## src/rtl/regression_pkg.sv

```systemverilog
// rtl/regression_pkg.sv - shared states, error codes and defaults for the regression sequencer
// Contents:
//   TIMEOUT_CYCLES_DEF - default wait-state timeout in clock edges
//   state_e            - sequencer FSM state encoding (also driven out on stage)
//   err_code_e         - run termination reason reported on err_code
package regression_pkg;

    localparam int TIMEOUT_CYCLES_DEF = 15;

    typedef enum logic [2:0] {
        ST_IDLE      = 3'd0,
        ST_TRANSPOSE = 3'd1,
        ST_MULTIPLY  = 3'd2,
        ST_INVERT    = 3'd3,
        ST_FINAL     = 3'd4
    } state_e;

    typedef enum logic [1:0] {
        ERR_NONE     = 2'd0,
        ERR_SINGULAR = 2'd1,
        ERR_TIMEOUT  = 2'd2,
        ERR_INPUT    = 2'd3
    } err_code_e;

endpackage

```

## src/rtl/stage_watchdog.sv

```systemverilog
// rtl/stage_watchdog.sv - wait-state edge counter that flags a stage timeout
// Ports:
//   clk, rst_n - clock, asynchronous active-low reset
//   clear      - restart the count (state entry or idle)
//   count_en   - an edge is being spent waiting for a done
//   expired    - this edge is the TIMEOUT_CYCLES-th waiting edge
module stage_watchdog
    import regression_pkg::*;
#(
    parameter int TIMEOUT_CYCLES = TIMEOUT_CYCLES_DEF
) (
    input  logic clk,
    input  logic rst_n,
    input  logic clear,
    input  logic count_en,
    output logic expired
);

    localparam logic [7:0] LAST_COUNT = 8'(TIMEOUT_CYCLES - 1);

    logic [7:0] count_q;
    logic [7:0] count_d;

    // expired looks only at the registered count so that the FSM can use it
    // while the clear input (derived from the next state) stays loop-free.
    assign expired = count_en && (count_q == LAST_COUNT);

    always_comb begin
        count_d = count_q;
        if (clear) begin
            count_d = 8'd0;
        end else if (count_en) begin
            count_d = count_q + 8'd1;
        end
    end

    always_ff @(posedge clk or negedge rst_n) begin
        if (!rst_n) begin
            count_q <= 8'd0;
        end else begin
            count_q <= count_d;
        end
    end

endmodule

```

## src/rtl/regression_sequencer.sv

```systemverilog
// rtl/regression_sequencer.sv - control FSM sequencing the linear-regression datapath stages
// Ports:
//   clk, rst_n                         - clock, asynchronous active-low reset
//   go, abort                          - run request (sampled in IDLE), synchronous abort
//   input_ready, input_error           - loader status
//   start_*/done_*                     - per-stage start strobes and done pulses
//   det_invalid                        - singular determinant, qualified by done_inverse
//   busy, result_valid, err, err_code  - run status
//   stage                              - current FSM state
//   latency                            - edges spent busy in the last or current run
module regression_sequencer
    import regression_pkg::*;
#(
    parameter int TIMEOUT_CYCLES = TIMEOUT_CYCLES_DEF,
    parameter int CNT_W          = 8
) (
    input  logic             clk,
    input  logic             rst_n,
    input  logic             go,
    input  logic             abort,
    input  logic             input_ready,
    input  logic             input_error,
    output logic             start_transpose,
    input  logic             done_transpose,
    output logic             start_mul,
    input  logic             done_xtx,
    input  logic             done_xty,
    output logic             start_inverse,
    input  logic             done_inverse,
    input  logic             det_invalid,
    output logic             start_final,
    input  logic             done_final,
    output logic             busy,
    output logic             result_valid,
    output logic             err,
    output logic [1:0]       err_code,
    output logic [2:0]       stage,
    output logic [CNT_W-1:0] latency
);

    localparam logic [CNT_W-1:0] LAT_MAX = {CNT_W{1'b1}};

    state_e           state_q, state_d;
    logic             xtx_seen_q, xtx_seen_d;
    logic             xty_seen_q, xty_seen_d;
    logic             st_transpose_q, st_transpose_d;
    logic             st_mul_q, st_mul_d;
    logic             st_inverse_q, st_inverse_d;
    logic             st_final_q, st_final_d;
    logic             busy_q;
    logic             result_valid_q, result_valid_d;
    logic             err_q, err_d;
    err_code_e        err_code_q, err_code_d;
    logic [CNT_W-1:0] latency_q, latency_d;

    logic             wd_clear;
    logic             wd_count_en;
    logic             wd_expired;
    logic             xtx_now;
    logic             xty_now;

    assign wd_count_en = (state_q != ST_IDLE);
    assign wd_clear    = (state_q == ST_IDLE) || (state_d != state_q);

    stage_watchdog #(
        .TIMEOUT_CYCLES(TIMEOUT_CYCLES)
    ) u_watchdog (
        .clk     (clk),
        .rst_n   (rst_n),
        .clear   (wd_clear),
        .count_en(wd_count_en),
        .expired (wd_expired)
    );

    assign xtx_now = xtx_seen_q || done_xtx;
    assign xty_now = xty_seen_q || done_xty;

    always_comb begin
        state_d        = state_q;
        xtx_seen_d     = xtx_seen_q;
        xty_seen_d     = xty_seen_q;
        st_transpose_d = 1'b0;
        st_mul_d       = 1'b0;
        st_inverse_d   = 1'b0;
        st_final_d     = 1'b0;
        result_valid_d = result_valid_q;
        err_d          = err_q;
        err_code_d     = err_code_q;
        latency_d      = latency_q;

        if (state_q != ST_IDLE && latency_q != LAT_MAX) begin
            latency_d = latency_q + 1'b1;
        end

        if (state_q != ST_IDLE && abort) begin
            // Abort wins over any done/timeout this cycle; flags were already
            // cleared when the run was accepted, so they simply stay cleared.
            state_d    = ST_IDLE;
            xtx_seen_d = 1'b0;
            xty_seen_d = 1'b0;
        end else begin
            case (state_q)
                ST_IDLE: begin
                    if (go) begin
                        if (input_error) begin
                            result_valid_d = 1'b0;
                            err_d          = 1'b1;
                            err_code_d     = ERR_INPUT;
                        end else if (input_ready) begin
                            state_d        = ST_TRANSPOSE;
                            st_transpose_d = 1'b1;
                            result_valid_d = 1'b0;
                            err_d          = 1'b0;
                            err_code_d     = ERR_NONE;
                            latency_d      = '0;
                        end
                    end
                end
                ST_TRANSPOSE: begin
                    if (done_transpose) begin
                        state_d  = ST_MULTIPLY;
                        st_mul_d = 1'b1;
                    end else if (wd_expired) begin
                        state_d    = ST_IDLE;
                        err_d      = 1'b1;
                        err_code_d = ERR_TIMEOUT;
                    end
                end
                ST_MULTIPLY: begin
                    if (xtx_now && xty_now) begin
                        state_d      = ST_INVERT;
                        st_inverse_d = 1'b1;
                        xtx_seen_d   = 1'b0;
                        xty_seen_d   = 1'b0;
                    end else if (wd_expired) begin
                        state_d    = ST_IDLE;
                        err_d      = 1'b1;
                        err_code_d = ERR_TIMEOUT;
                        xtx_seen_d = 1'b0;
                        xty_seen_d = 1'b0;
                    end else begin
                        xtx_seen_d = xtx_now;
                        xty_seen_d = xty_now;
                    end
                end
                ST_INVERT: begin
                    if (done_inverse) begin
                        if (det_invalid) begin
                            state_d    = ST_IDLE;
                            err_d      = 1'b1;
                            err_code_d = ERR_SINGULAR;
                        end else begin
                            state_d    = ST_FINAL;
                            st_final_d = 1'b1;
                        end
                    end else if (wd_expired) begin
                        state_d    = ST_IDLE;
                        err_d      = 1'b1;
                        err_code_d = ERR_TIMEOUT;
                    end
                end
                ST_FINAL: begin
                    if (done_final) begin
                        state_d        = ST_IDLE;
                        result_valid_d = 1'b1;
                    end else if (wd_expired) begin
                        state_d    = ST_IDLE;
                        err_d      = 1'b1;
                        err_code_d = ERR_TIMEOUT;
                    end
                end
                default: begin
                    state_d    = ST_IDLE;
                    xtx_seen_d = 1'b0;
                    xty_seen_d = 1'b0;
                end
            endcase
        end
    end

    always_ff @(posedge clk or negedge rst_n) begin
        if (!rst_n) begin
            state_q        <= ST_IDLE;
            xtx_seen_q     <= 1'b0;
            xty_seen_q     <= 1'b0;
            st_transpose_q <= 1'b0;
            st_mul_q       <= 1'b0;
            st_inverse_q   <= 1'b0;
            st_final_q     <= 1'b0;
            busy_q         <= 1'b0;
            result_valid_q <= 1'b0;
            err_q          <= 1'b0;
            err_code_q     <= ERR_NONE;
            latency_q      <= '0;
        end else begin
            state_q        <= state_d;
            xtx_seen_q     <= xtx_seen_d;
            xty_seen_q     <= xty_seen_d;
            st_transpose_q <= st_transpose_d;
            st_mul_q       <= st_mul_d;
            st_inverse_q   <= st_inverse_d;
            st_final_q     <= st_final_d;
            busy_q         <= (state_d != ST_IDLE);
            result_valid_q <= result_valid_d;
            err_q          <= err_d;
            err_code_q     <= err_code_d;
            latency_q      <= latency_d;
        end
    end

    assign start_transpose = st_transpose_q;
    assign start_mul       = st_mul_q;
    assign start_inverse   = st_inverse_q;
    assign start_final     = st_final_q;
    assign busy            = busy_q;
    assign result_valid    = result_valid_q;
    assign err             = err_q;
    assign err_code        = err_code_q;
    assign stage           = state_q;
    assign latency         = latency_q;

endmodule

```

## config.mk

```make
export PLATFORM = sky130hd
export DESIGN_NAME = regression_sequencer
export DESIGN_NICKNAME = d
export VERILOG_FILES = /design/src/rtl/regression_pkg.sv /design/src/rtl/stage_watchdog.sv /design/src/rtl/regression_sequencer.sv
export SDC_FILE = /design/constraint.sdc
export NUM_CORES = 1
export LEC_CHECK = 0
export ABC_AREA = 1
export ABC_CLOCK_PERIOD_IN_PS = 2400
export CAP_MARGIN = 15
export CORE_MARGIN = 5
export CORE_UTILIZATION = 47
export DETAILED_ROUTE_END_ITERATION = 16
export GPL_ROUTABILITY_DRIVEN = 0
export PLACE_DENSITY = 0.72
export SLEW_MARGIN = 20
export SYNTH_ARGS = -nofsm -noshare
export SYNTH_HDL_FRONTEND = slang
export SYNTH_HIERARCHICAL = 1
export SYNTH_SLANG_ARGS = --single-unit
```

## constraint.sdc

```tcl
create_clock -name clk -period 2.4 [get_ports clk]
set_input_delay 0.48 -clock clk [delete_from_list [all_inputs] [get_ports clk]]
set_output_delay 0.48 -clock clk [all_outputs]
set_load 0.005 [all_outputs]
```

After elaboration in Yosys (flattened, before gate mapping)
Index checks and enable logic that the tools add are counted.

Register bits: 30. Word-level logic and storage cells: 113.

Reductions and logical operators: 16. $add $sub $neg: 2. Equal/unequal tests: 15. Mux-type cells: 66. Bitwise operators: 1.

Operators by type and width (number): 8-bit two-way mux (8); 1-bit two-way mux (33); 3-bit two-way mux (10); 2-bit two-way mux (9); 8-bit by 1-bit adder with 8-bit output, second input constant (2); 3-bit one-hot mux with 5 select lines (1); 2-bit inequality test, second input constant (5); 2-bit one-hot mux with 5 select lines (1); 8-bit by 4-bit equality test with 1-bit output, second input constant (1); 8-bit inequality test, second input constant (1); 8-bit AND reduction (1); 3-bit by 2-bit equality test with 1-bit output, second input constant (2); 3-bit inequality test, second input constant (2); 1-bit one-hot mux with 2 select lines (3); 3-bit nonzero test (2); 1-bit one-hot mux with 5 select lines (1); 5-bit AND reduction (1); 5-bit nonzero test (1); 1-bit logical AND (4); 2-bit nonzero test (2); 4-bit OR reduction (1); 3-bit by 1-bit equality test with 1-bit output, second input constant (1); 3-bit equality test, second input constant (1); 3-bit logical NOT (1); 4 further kinds (6).

Logic depth before layout (Yosys ltp)
Depth in word-level cells: 9. Depth in mapped cells: 21. Mapped depth without buffers: 20.

Hierarchy
The synthesis kept the hierarchy.

By module, submodules not included: regression_sequencer (cells each 193, instances 1, sequential area each 550.5 µm², area each 1351.3 µm²); stage_watchdog (cells each 65, instances 1, sequential area each 200.2 µm², area each 470.5 µm²).

Least setup slack after synthesis
OpenSTA, ideal clock, no wires.

Path kind: register to register. Start: register state_q[1] (netlist: stage[1]). End: register u_watchdog.count_q[6]. Slack: 0.034 ns. Stages on the path, launching flop included: 21. Path buffers: 1. Data arrival time: 2.252 ns. Cell sequence: dfrtp_1 > buf_6 > nor2_4 > nand2_4 > nand4_1 > nor4_1 > inv_1 > nand3_1 > nor2_1 > inv_1 > nand3_1 > nand2_1 > nand2_1 > nand2_1 > nand3_1 > inv_1 > nand2_1 > nand4_1 > nand2_1 > inv_1 > nor2_1.

Word-level cells in the longest chain between the ends: 9.

RTL lines: from (decl) (line regression_sequencer.sv:43) `state_e state_q, state_d;`; from (signal assigned) (line regression_sequencer.sv:196) `state_q <= state_d;`; 3-bit nonzero test * (line regression_sequencer.sv:62) `assign wd_count_en = (state_q != ST_IDLE);`; via wd_count_en (line regression_sequencer.sv:57) `logic wd_count_en;`; 1-bit logical AND * (line stage_watchdog.sv:26) `assign expired = count_en && (count_q == LAST_COUNT);`; via wd_expired (line regression_sequencer.sv:58) `logic wd_expired;`; 3-bit two-way mux *; 3-bit two-way mux (on tied branches); 3-bit one-hot mux with 5 select lines * (line regression_sequencer.sv:102) `case (state_q)`; 3-bit two-way mux * (line regression_sequencer.sv:95) `if (state_q != ST_IDLE && abort) begin`; 3-bit inequality test * (line regression_sequencer.sv:63) `assign wd_clear = (state_q == ST_IDLE) || (state_d != state_q);`; 1-bit logical OR * (line regression_sequencer.sv:63); via wd_clear (line regression_sequencer.sv:56) `logic wd_clear;`; 8-bit two-way mux / 2-bit nonzero test (equally long branches); to (signal assigned) (line stage_watchdog.sv:41) `count_q <= count_d;`; to (decl) (line stage_watchdog.sv:21) `logic [7:0] count_q;`.

Mark *: on every way through the listed nets, which the timed path passes. The rest lies on a longest branch. A chain may end at the register's enable or synchronous reset.

Worst setup path in the final report
Start: register u_watchdog.count_q[0]. End: register u_watchdog.count_q[5].

Word-level cells in the longest chain between the ends: 9.

RTL lines (line): 8-bit by 4-bit equality test with 1-bit output * (stage_watchdog.sv:26); 1-bit logical AND * (stage_watchdog.sv:26); via wd_expired (regression_sequencer.sv:58); 3-bit two-way mux *; 3-bit two-way mux (on tied branches); 3-bit one-hot mux with 5 select lines * (regression_sequencer.sv:102); 3-bit two-way mux * (regression_sequencer.sv:95); 3-bit inequality test * (regression_sequencer.sv:63); 1-bit logical OR * (regression_sequencer.sv:63); via wd_clear (regression_sequencer.sv:56); 8-bit two-way mux / 2-bit nonzero test (equally long branches).

Mark *: on every way through the listed nets, which the timed path passes. The rest lies on a longest branch. The select of a mux whose other input is x is not followed.

==> results.py <==
metrics = {
    "status": {
        "outcome": "complete, no violations",
    },
    "synth": {
        "netlist_area_mm2": 0.001822,
        "synthTopCellsByArea": "dfrtp_1 (41%), nand2_1 (15%), inv_1 (8.4%)",
        "ys_warn_count": 6,
        "synth_seq_area_share": 0.4121,
        "syn_nets": 273,
        "syn_inst": 258,
        "synth.distinct_cells": 30,
        "ys_ff_latch": 30,
        "synth_top_area_share": 0.4121,
        "synth_area_per_cell_um2": 7.061,
        "yosysTopAreaCell": "dfrtp_1",
    },
    "layout": {
        "utilization": 0.6859,
        "layout_commonest_cell": "nand2_1",
        "area.growth.synth_to_final_pct": 39.90,
        "design_area_mm2": 0.002549,
        "num-fill-cells": 309,
        "diodes": 0,
        "most-common-layout-cells": "nand2_1 (74), inv_1 (38), nor2_1 (32)",
        "layout-drive-gt1-share": 0.2055,
        "nets": 340,
    },
    "power": {
        "pwr_density_cell_mw_per_mm2": 659.2,
        "ir_drop_mv": 0.4124,
        "p_leak_nw": 1.286,
        "totalPowerFinal_w": 0.001680,
    },
    "setup_path": {
        "startpoint_type": "flip-flop",
        "crit_arrival_ns": 2.54,
        "crit_type": "reg -> reg",
        "startpoint": "u_watchdog/count_q[0]",
        "cp.required_ns": 2.58,
        "cp-endpoint": "u_watchdog/count_q[5]",
        "rr_worst_depth": 20,
        "rr_startpoint": "u_watchdog/count_q[0]",
        "end_kind": "flip-flop",
        "path_max_fanout": 6,
        "reg2reg_to": "u_watchdog/count_q[5]",
        "r2r_slack_ns": 0.04,
    },
    "global_route": {
        "grt_first_pass_wirelength_um": 7548,
        "grt_pass1_vias": 1760,
        "track_usage": 0.1824,
        "grt_remaining_overflow": 0,
        "antenna_found_initial": 0,
        "grt_max_degree": 31,
    },
    "placed_design": {
        "portBuffers": 31,
        "place_hpwl_um": 3273,
        "post_dp_cell_area_mm2": 0.002369,
    },
    "clocking": {
        "root_buffer": "clkbuf_8",
        "clk_path_buf_depth": 2,
        "clock-sinks": 30,
        "worstSkewPairLatency_ns": 0.28,
        "htreeDepth": 2,
        "cts_tree": "built",
        "cts.reportedPaths.clkPinSlew_ns": 0.07,
        "cts-buffers-inserted": 5,
        "cts-hold-fix-buffers": 0,
    },
    "route": {
        "drc": 0,
        "final_antenna_net_count": 0,
        "via_per_inst": 5.011,
        "dr.first_iter.drc_count": 95,
        "drtPass1Iterations": 4,
        "routedWlPerCell_um": 11.64,
        "vias": 1874,
        "wl_um": 4355,
    },
    "floorplanning": {
        "rows": 22,
        "coreArea_mm2": 0.003716,
        "ios": 32,
        "die_area_mm2": 0.005221,
        "initial_utilization": 0.4902,
        "die_h_um": 72.26,
        "die_w_um": 72.26,
    },
    "worst_hold_path": {
        "min_from": "result_valid",
        "holdCritPathClass": "reg -> reg",
        "hold_depth": 2,
    },
    "sta": {
        "skew_ns": 0.003896,
        "relSlewSlack": 0.7385,
        "worst_pin_slew_ns": 0.3923,
        "hold_violations": 0,
        "rsz0062_at_grt": "true",
        "setup_viol": 0,
        "drv_slew": 0,
        "period_share": 0.9844,
        "min_period_ns": 2.363,
        "fmax_mhz": 423.3,
    },
    "flow_run": {
        "cap_violations": 0,
    },
}
[Yosys cell counts (all sizes together)]
cell type / instances
buf: 1
and3: 1
nand3b: 2
or2: 1
nand2: 79
nand4: 8
nand3: 18
nor3: 5
o211ai: 2
o21ai: 12
o41ai: 1
ha: 3
inv: 47
nor4: 1
nor2: 36
o21bai: 1
o22ai: 1
dfrtp: 30
a21oi: 9
[state kept, by name, summed over array words and instances, names as in the netlist]
signal,flops
busy,1
err,1
err_code,2
latency,8
result_valid,1
stage,3
start_final,1
start_inverse,1
start_mul,1
start_transpose,1
u_watchdog/count_q,8
xtx_seen_q,1
xty_seen_q,1
[through the flow]
step / hold WS [ns] / TNS (ns) / worst slack [ns] / std cells
2_1_floorplan: 0.1844 / 0 / 0.03371 / 258
3_3_place_gp: 0.4831 / 0 / 0.05658 / 361
3_5_place_dp: 0.4935 / -0.01082 / -0.009694 / 361
4_1_cts: 0.5108 / 0 / 0.01539 / 369
5_1_grt: 0.5327 / -0.4834 / -0.1427 / 374
6_report: 0.5041 / 0 / 0.03735 / 374
[worst min path at each step]
stage / to / slack, ns
global route: result_valid / 0.53
finish: result_valid / 0.50
global placement: result_valid / 0.48
CTS: result_valid / 0.51
detailed placement: result_valid / 0.49
floorplan: busy / 0.18
[where the power goes]
part | switching, W | internal (W) | leakage, nW | total [W]
logic | 0.000309 | 0.000297 | 0.834 | 0.000606
clock network | 0.000198 | 0.000230 | 0.0472 | 0.000428
registers | 0.0000623 | 0.000583 | 0.405 | 0.000646
total | 0.000570 | 0.00111 | 1.29 | 0.00168
[logic make-up (layout without fill, tap and decap cells)]
| family | Yosys count | in the layout | share of synthesized area |
|---|---|---|---|
| AOI/OAI and AO/OA | 26 | 26 | 0.08654 |
| adders and majority gates | 3 | 3 | 0.02061 |
| buffers and inverters | 48 | 116 | 0.1044 |
| DFF | 30 | 30 | 0.4121 |
| and+or+nand+nor | 151 | 151 | 0.3764 |
[critical path, stage by stage, from the launching register on]
cell and delay, ns:
dfrtp_1 0.39, inv_2 0.08, ha_4 0.13, nand4_1 0.10
nor4_2 0.28, buf_4 0.18, inv_4 0.04, nand3b_1 0.07
nor2_1 0.04, nor2_1 0.09, nand2_1 0.07, nand2_1 0.08
nand2_1 0.05, nand2_1 0.05, inv_1 0.04, nand3_2 0.08
nor2_4 0.05, nor2_4 0.19, nand3_2 0.10, nor2_1 0.10
nor2_1 0.05
[repair_timing]
item | CTS | global route
gates resized for setup | 1 | 12
setup endpoints to repair | 3 | 8
pin swaps | 0 | 12
buffers inserted | 0 | 5
[routing by layer]
layer,global-route usage,up-vias,share of wire
met1,0.2204,872,0.44
met5,0,-,0
met3,0.03740,12,0.045
met2,0.3134,44,0.49
met4,0.07724,0,0.028
li1,-,946,-
[cell type report]
cell class,instances,area (um^2),share of cell area
multi-input combinational,180,925.9,0.3633
sequential,30,750.7,0.2946
timing repair buffer,61,535.5,0.2101
inverter,47,181.4,0.07118
clock buffer,6,82.58,0.03240
tap,48,60.06,0.02356
clock inverter,2,12.51,0.004909
Power figures use the tool's default switching activity.
